$ cat config.mk
export PLATFORM = sky130hd
export DESIGN_NAME = ad_ctrl_volt
export DESIGN_NICKNAME = d
export VERILOG_FILES = /design/src/rtl/ad_ctrl_volt.sv
export SDC_FILE = /design/constraint.sdc
export NUM_CORES = 1
export LEC_CHECK = 0
export BUFFER_PORTS_ARGS = -buffer_cell sky130_fd_sc_hd__buf_2
export CORE_UTILIZATION = 50
export CTS_BUF_LIST = sky130_fd_sc_hd__clkbuf_16
export DETAILED_ROUTE_END_ITERATION = 7
export PLACE_DENSITY_LB_ADDON = 0.25
export SLEW_MARGIN = 20
export SYNTH_ARGS = -nofsm -noshare
export SYNTH_HDL_FRONTEND = slang
export SYNTH_SLANG_ARGS = --single-unit
$ cat constraint.sdc
create_clock -name sys_clk -period 7.2 [get_ports sys_clk]
set_input_delay 1.08 -clock sys_clk [delete_from_list [all_inputs] [get_ports sys_clk]]
set_output_delay 1.08 -clock sys_clk [all_outputs]
set_load 0.01 [all_outputs]
$ cat src/rtl/ad_ctrl_volt.sv
// Voltmeter ADC front end: ADC sample clock, zero-code calibration, and conversion
// of each later code to sign + magnitude in 10 uV units.
//
// state | meaning
// CAL   | accumulate 2^CAL_LOG2 samples, median = floor(mean)
// DIV   | restoring divides: K_P first, then K_N
// RUN   | convert every sample against the frozen median
`timescale 1ns/1ps
module ad_ctrl_volt #(
   parameter int CAL_LOG2   = 10,
   parameter int FULL_SCALE = 500000,
   parameter int FRAC       = 13
) (
   input  logic        sys_clk,
   input  logic        sys_rst_n,
   input  logic [7:0]  ad_data,
   output logic        ad_clk,
   output logic        sign,
   output logic [19:0] data
);
   localparam int          ACC_W    = CAL_LOG2 + 8;
   localparam logic [32:0] DIVIDEND = 33'(longint'(FULL_SCALE) << FRAC);
   localparam logic [5:0]  DIV_LAST = 6'd32;

   typedef enum logic [1:0] {CAL, DIV, RUN} state_t;
   state_t state_q, state_d;

   logic                strobe;
   logic [CAL_LOG2-1:0] cal_cnt;
   logic [ACC_W-1:0]    acc;
   logic [ACC_W-1:0]    acc_sum;
   logic                cal_last;
   logic [7:0]          median;

   logic [32:0]         dvd_sh;
   logic [7:0]          rem;
   logic [8:0]          rem_sh;
   logic [7:0]          rem_sub;
   logic                ge;
   logic [30:0]         quo;
   logic [31:0]         quo_nx;
   logic [5:0]          div_cnt;
   logic                div_sel;
   logic                div_last;
   logic [7:0]          divisor;
   logic [31:0]         k_p;
   logic [31:0]         k_n;

   logic                smp_vld;
   logic [7:0]          smp_q;
   logic                diff_vld;
   logic                neg_q;
   logic [7:0]          diff_q;
   logic [31:0]         k_sel;
   logic [39:0]         prod;
   logic [39:0]         scaled;
   logic [19:0]         data_nx;

   // ad_clk falls on the strobe edge, so ad_data has had a full high phase to settle
   assign strobe = ad_clk;

   always_ff @(posedge sys_clk or negedge sys_rst_n) begin
      if (!sys_rst_n) begin
         ad_clk <= 1'b0;
      end else begin
         ad_clk <= ~ad_clk;
      end
   end

   always_ff @(posedge sys_clk or negedge sys_rst_n) begin
      if (!sys_rst_n) begin
         state_q <= CAL;
      end else begin
         state_q <= state_d;
      end
   end

   always_comb begin
      state_d = state_q;
      case (state_q)
         CAL:     if (strobe && cal_last) state_d = DIV;
         DIV:     if (div_last && div_sel) state_d = RUN;
         RUN:     state_d = RUN;
         default: state_d = CAL;
      endcase
   end

   assign cal_last = (cal_cnt == '1);
   assign acc_sum  = acc + {{(ACC_W-8){1'b0}}, ad_data};

   always_ff @(posedge sys_clk or negedge sys_rst_n) begin
      if (!sys_rst_n) begin
         cal_cnt <= '0;
         acc     <= '0;
         median  <= '0;
      end else if (state_q == CAL && strobe) begin
         cal_cnt <= cal_cnt + CAL_LOG2'(1);
         acc     <= acc_sum;
         if (cal_last) begin
            median <= acc_sum[ACC_W-1:CAL_LOG2];
         end
      end
   end

   // One quotient bit per cycle; remainder stays below divisor so 8 bits suffice
   assign divisor  = div_sel ? median : (8'd255 - median);
   assign rem_sh   = {rem, dvd_sh[32]};
   assign ge       = (rem_sh >= {1'b0, divisor});
   assign rem_sub  = rem_sh[7:0] - divisor;
   assign quo_nx   = {quo, ge};
   assign div_last = (div_cnt == DIV_LAST);

   always_ff @(posedge sys_clk or negedge sys_rst_n) begin
      if (!sys_rst_n) begin
         dvd_sh  <= '0;
         rem     <= '0;
         quo     <= '0;
         div_cnt <= '0;
         div_sel <= 1'b0;
         k_p     <= '0;
         k_n     <= '0;
      end else if (state_q == CAL) begin
         dvd_sh  <= DIVIDEND;
         rem     <= '0;
         div_cnt <= '0;
         div_sel <= 1'b0;
      end else if (state_q == DIV) begin
         if (div_last) begin
            if (div_sel) begin
               k_n <= (divisor == 8'd0) ? 32'd0 : quo_nx;
            end else begin
               k_p <= (divisor == 8'd0) ? 32'd0 : quo_nx;
            end
            dvd_sh  <= DIVIDEND;
            rem     <= '0;
            div_cnt <= '0;
            div_sel <= 1'b1;
         end else begin
            dvd_sh  <= {dvd_sh[31:0], 1'b0};
            rem     <= ge ? rem_sub : rem_sh[7:0];
            quo     <= quo_nx[30:0];
            div_cnt <= div_cnt + 6'd1;
         end
      end
   end

   assign k_sel   = neg_q ? k_n : k_p;
   assign prod    = {32'd0, diff_q} * {8'd0, k_sel};
   assign scaled  = prod >> FRAC;
   assign data_nx = (scaled > 40'(FULL_SCALE)) ? 20'(FULL_SCALE) : scaled[19:0];

   // capture -> |difference| -> scaled product; sign and data land together
   always_ff @(posedge sys_clk or negedge sys_rst_n) begin
      if (!sys_rst_n) begin
         smp_vld  <= 1'b0;
         smp_q    <= '0;
         diff_vld <= 1'b0;
         neg_q    <= 1'b0;
         diff_q   <= '0;
         sign     <= 1'b0;
         data     <= '0;
      end else begin
         smp_vld  <= (state_q == RUN) && strobe;
         if (state_q == RUN && strobe) begin
            smp_q <= ad_data;
         end
         diff_vld <= smp_vld;
         if (smp_vld) begin
            neg_q  <= (smp_q < median);
            diff_q <= (smp_q < median) ? (median - smp_q) : (smp_q - median);
         end
         if (diff_vld) begin
            sign <= neg_q;
            data <= data_nx;
         end
      end
   end

endmodule

==> summary.md <==
| Metric | Value |
|---|---|
| Status | complete, no violations |
| FF-to-FF path depth | 21 |
| Num ports | 32 |
| Crit Path Max Fanout | 11 |
| Primary FF master, synth | dfrtp_1 |
| Hold crit path type | register to register |
| Most common cell in the synthesized netlist | nand2_1 |
| Post-synthesis sequential area ratio | around 28% |
| Worst Setup EP | data[13] |
| Die footprint | ~37000 um2 |
| YS warnings | 0 |
| Overflow left after global routing | 0 |
| Headroom to the max-slew limit | between 20% and 30% |
| Syn-to-layout area delta | 8.76% |
| WHS | 0.474 ns |
| Worst flop-to-flop path endpoint | data[13] |
| Synth Area per Inst | 9.20 um2 |
| Worst-path clk slew | ~0.060 ns |
| Initial antenna violation count | 1 |
| Combinational share of power | 8.4% |
| DRT antenna net count | 0 |
| Crit Path Class | register to register |
| PortBufs | 31 |
| Most frequent cells after synthesis | nand2_1, dfrtp_1, inv_1 |
| Seq pwr share | a little under half |
| Post-DP HPWL | between 30000 and 40000 um |
| Initial drt markers | between 500 and 600 |
| Hold bufs inserted after CTS | 0 |
| Startpoint types | register |
| Number of synthesized register bits | 204 |
| Total core area | ~35000 um2 |
| Power Dens Cells | between 100 and 150 nW/um2 |
| Max clock buf depth | 3 |
| Filler cell count | 3199 |
| Critical Path Sink Type | register |
| RSZ-0062 raised after global routing | false |
| Die height | around 190 um |
| CTS root buf | clkbuf_16 |
| Register area | about 5100 um2 |
| Clock share of power | 43.9% |
| Pint | ~1.9 mW |
| First-pass GRT wire length | 67700 um |
| Tot GR Track Use | a little under a quarter |
| Worst EP arrival | ~7.2 ns |
| Final min period | ~6.8 ns |
| FFs w/ async S/R, synth | 100% |
| Netlist cell types | 70 |
| Slew @ Worst Pin | 1.08 ns |
| Lkg Pwr | 9.15 nW |
| Top cell type's share of synthesized area | around 28% |
| H-tree depth | 1 |
| Maximum vdd ir drop | between 200 and 250 uV |
| TritonCTS Buffers | 23 |
| Setup TNS | 0 ns |
| Multi-input gate area | 11800 um2 |
| Max Cap Violations | 0 |
| TritonCTS clock tree | yes |
| Routability cong. | about 0.9 |
| Initial core utilization | 50.6% |
| Mapped Cells | ~2000 |
| Max Fclk | between 0.1 and 0.15 GHz |
| Nets@finish | 2261 |
| Total detailed-routing wirelength | 40000 um |
| Largest net degree at the start of global routing | ~120 |
| Worst-skew pair later-pin latency | 0.53 ns |
| DRT Pass-1 Iters | 5 |
| Clock Sinks | 204 |
| Final Cycle Share | 94.7% |
| Critical Path Source | neg_q |
| Horiz. Die Dim | roughly 190 um |
| Number of remaining DRC errors | 0 |
| WP data required | about 7.6 ns |
| Vias in the first global route | about 14000 |
| Worst R2R Setup Slack | about 0.38 ns |
| Worst reg2reg path startpoint | neg_q |
| Via-to-Cell Ratio | between 5 and 6 |
| Number of antenna cells inserted | 0 |
| Syn nets | ~2200 |
| Final Skew | ~0.016 ns |
| Fin. max-slew vios | 0 |
| EDFF count, synth | 0 |
| NetSw | around 0.63 mW |
| Final Hold Vio Count | 0 |
| Synthesized area | ~18000 um2 |
| Dominant cells by area after synthesis | dfrtp_1, fa_1, nand2_1, nor2b_1, ha_1 |
| Wirelength per Cell | 16.3 um |
| Layout cells sized above 1 | 7.99% |
| Via count | about 13000 |
| Cell taking the most area after synthesis | dfrtp_1 |
| Site Rows | slightly below 70 |
| Endpoints failing setup | 0 |
| Net Sw Frac | 24.7% |
[worst min path at each step]
stage              from  endpoint  slack, ns  cells past startpoint
6_report        k_n[28]   k_n[28]       0.47                      2
5_1_grt        data[16]  data[16]       0.50                      1
4_1_cts         k_n[27]   k_n[27]       0.48                      2
3_5_place_dp    k_n[27]   k_n[27]       0.46                      2
3_3_place_gp    k_n[27]   k_n[27]       0.46                      2
2_1_floorplan   smp_vld  diff_vld       0.38                      0
[area by class of cell]
class,count,share of cell area (%)
Timing Repair Buffer,83,2.92
Sequential cell,204,26.1
Multi-Input combinational cell,1458,60.4
Clock inverter,17,0.685
Inverter,204,3.92
Clock buffer,23,2.94
Tap cell,461,2.95
[metal layers]
metal	routed length, um	vias to the layer above	GRT usage, %	part of all wire, %
met5	9	-	0	0.023
met4	1310	2	7.14	3.3
met3	1150	88	2.48	2.9
met2	20200	224	40.9	50
met1	17300	6604	28.6	43
li1	-	6416	-	-
[registers in the layout, summed over array words and instances, names as in the netlist]
register,flops
data,20
neg_q,1
quo,31
state_q,2
sign,1
acc,18
k_p,32
median,8
div_sel,1
rem,8
div_cnt,6
k_n,32
cal_cnt,10
smp_q,8
diff_q,8
ad_clk,1
smp_vld,1
diff_vld,1
dvd_sh,15
[logic make-up (layout without fill, tap and decap cells)]
family	after synthesis	in the layout	share of synthesized area, %
buffers and inverters	292	327	6.16
AOI/OAI and AO/OA	342	342	12.1
and+or+nand+nor	708	708	19.4
DFF	204	204	28.4
muxes	63	63	3.68
adders and majority gates	277	277	26.9
xor gates and xnor gates	68	68	3.31
[power by group through the flow]
stage / clock, mW / combinational, mW / sequential, mW
2_1_floorplan: 0 / 0.159 / 1.23
3_3_place_gp: 0 / 0.207 / 1.24
3_5_place_dp: 0 / 0.218 / 1.24
4_1_cts: 1.15 / 0.218 / 1.22
5_1_grt: 1.20 / 0.249 / 1.23
6_report: 1.13 / 0.215 / 1.22
[cell usage in the layout (no fill, tap or decap), types with 6 or more instances in the layout]
| master | count |
|---|---|
| fa_1 | 183 |
| a22o_1 | 14 |
| nand4_1 | 24 |
| buf_2 | 30 |
| nor2_1 | 50 |
| o21a_1 | 19 |
| a21o_1 | 16 |
| a211oi_1 | 8 |
| mux2_2 | 23 |
| mux2i_1 | 35 |
| nor2b_1 | 195 |
| nand2b_1 | 19 |
| a21oi_1 | 70 |
| and2_1 | 23 |
| o22a_1 | 13 |
| a211o_1 | 6 |
| ha_1 | 94 |
| inv_1 | 212 |
| o211ai_1 | 8 |
| nor3_1 | 9 |
| and3_1 | 6 |
| dfrtp_1 | 203 |
| o21ai_0 | 128 |
| nand3_1 | 21 |
| xor2_1 | 29 |
| buf_4 | 50 |
| nand2_1 | 326 |
| xnor2_1 | 39 |
| clkbuf_16 | 23 |
[worst max-delay path, cell delays in order, from the launching register on]
cell,delay [ns]
dfrtp_4,0.57
buf_6,0.22
mux2i_1,0.31
buf_4,0.21
nor2b_1,0.07
fa_1,0.48
fa_1,0.53
fa_1,0.55
inv_1,0.05
fa_1,0.54
inv_1,0.04
ha_1,0.44
nand4_1,0.19
or4_4,0.47
a2111oi_4,0.38
o2111ai_1,0.16
o311ai_1,0.11
nor2_1,0.08
a2111o_1,0.42
nor4_2,0.34
o21ai_1,0.28
o22a_1,0.23
[what timing repair did]
action / CTS / global route
resized for setup: 0 / 6
setup buffers: 0 / 1
setup endpoints to repair: 0 / 19
[per-stage QoR]
step	instance area, um2	setup WS, ns	power [mW]	instances	util [%]
5_1_grt	19500	0.00418	2.68	2450	55.1
3_5_place_dp	18800	0.119	1.46	2409	52.9
4_1_cts	19500	0.0797	2.59	2449	54.9
6_report	19500	0.384	2.56	2450	55.1
2_1_floorplan	18000	0.596	1.39	1954	-
3_3_place_gp	18800	0.206	1.45	2409	52.9
Power figures use the tool's default switching activity.
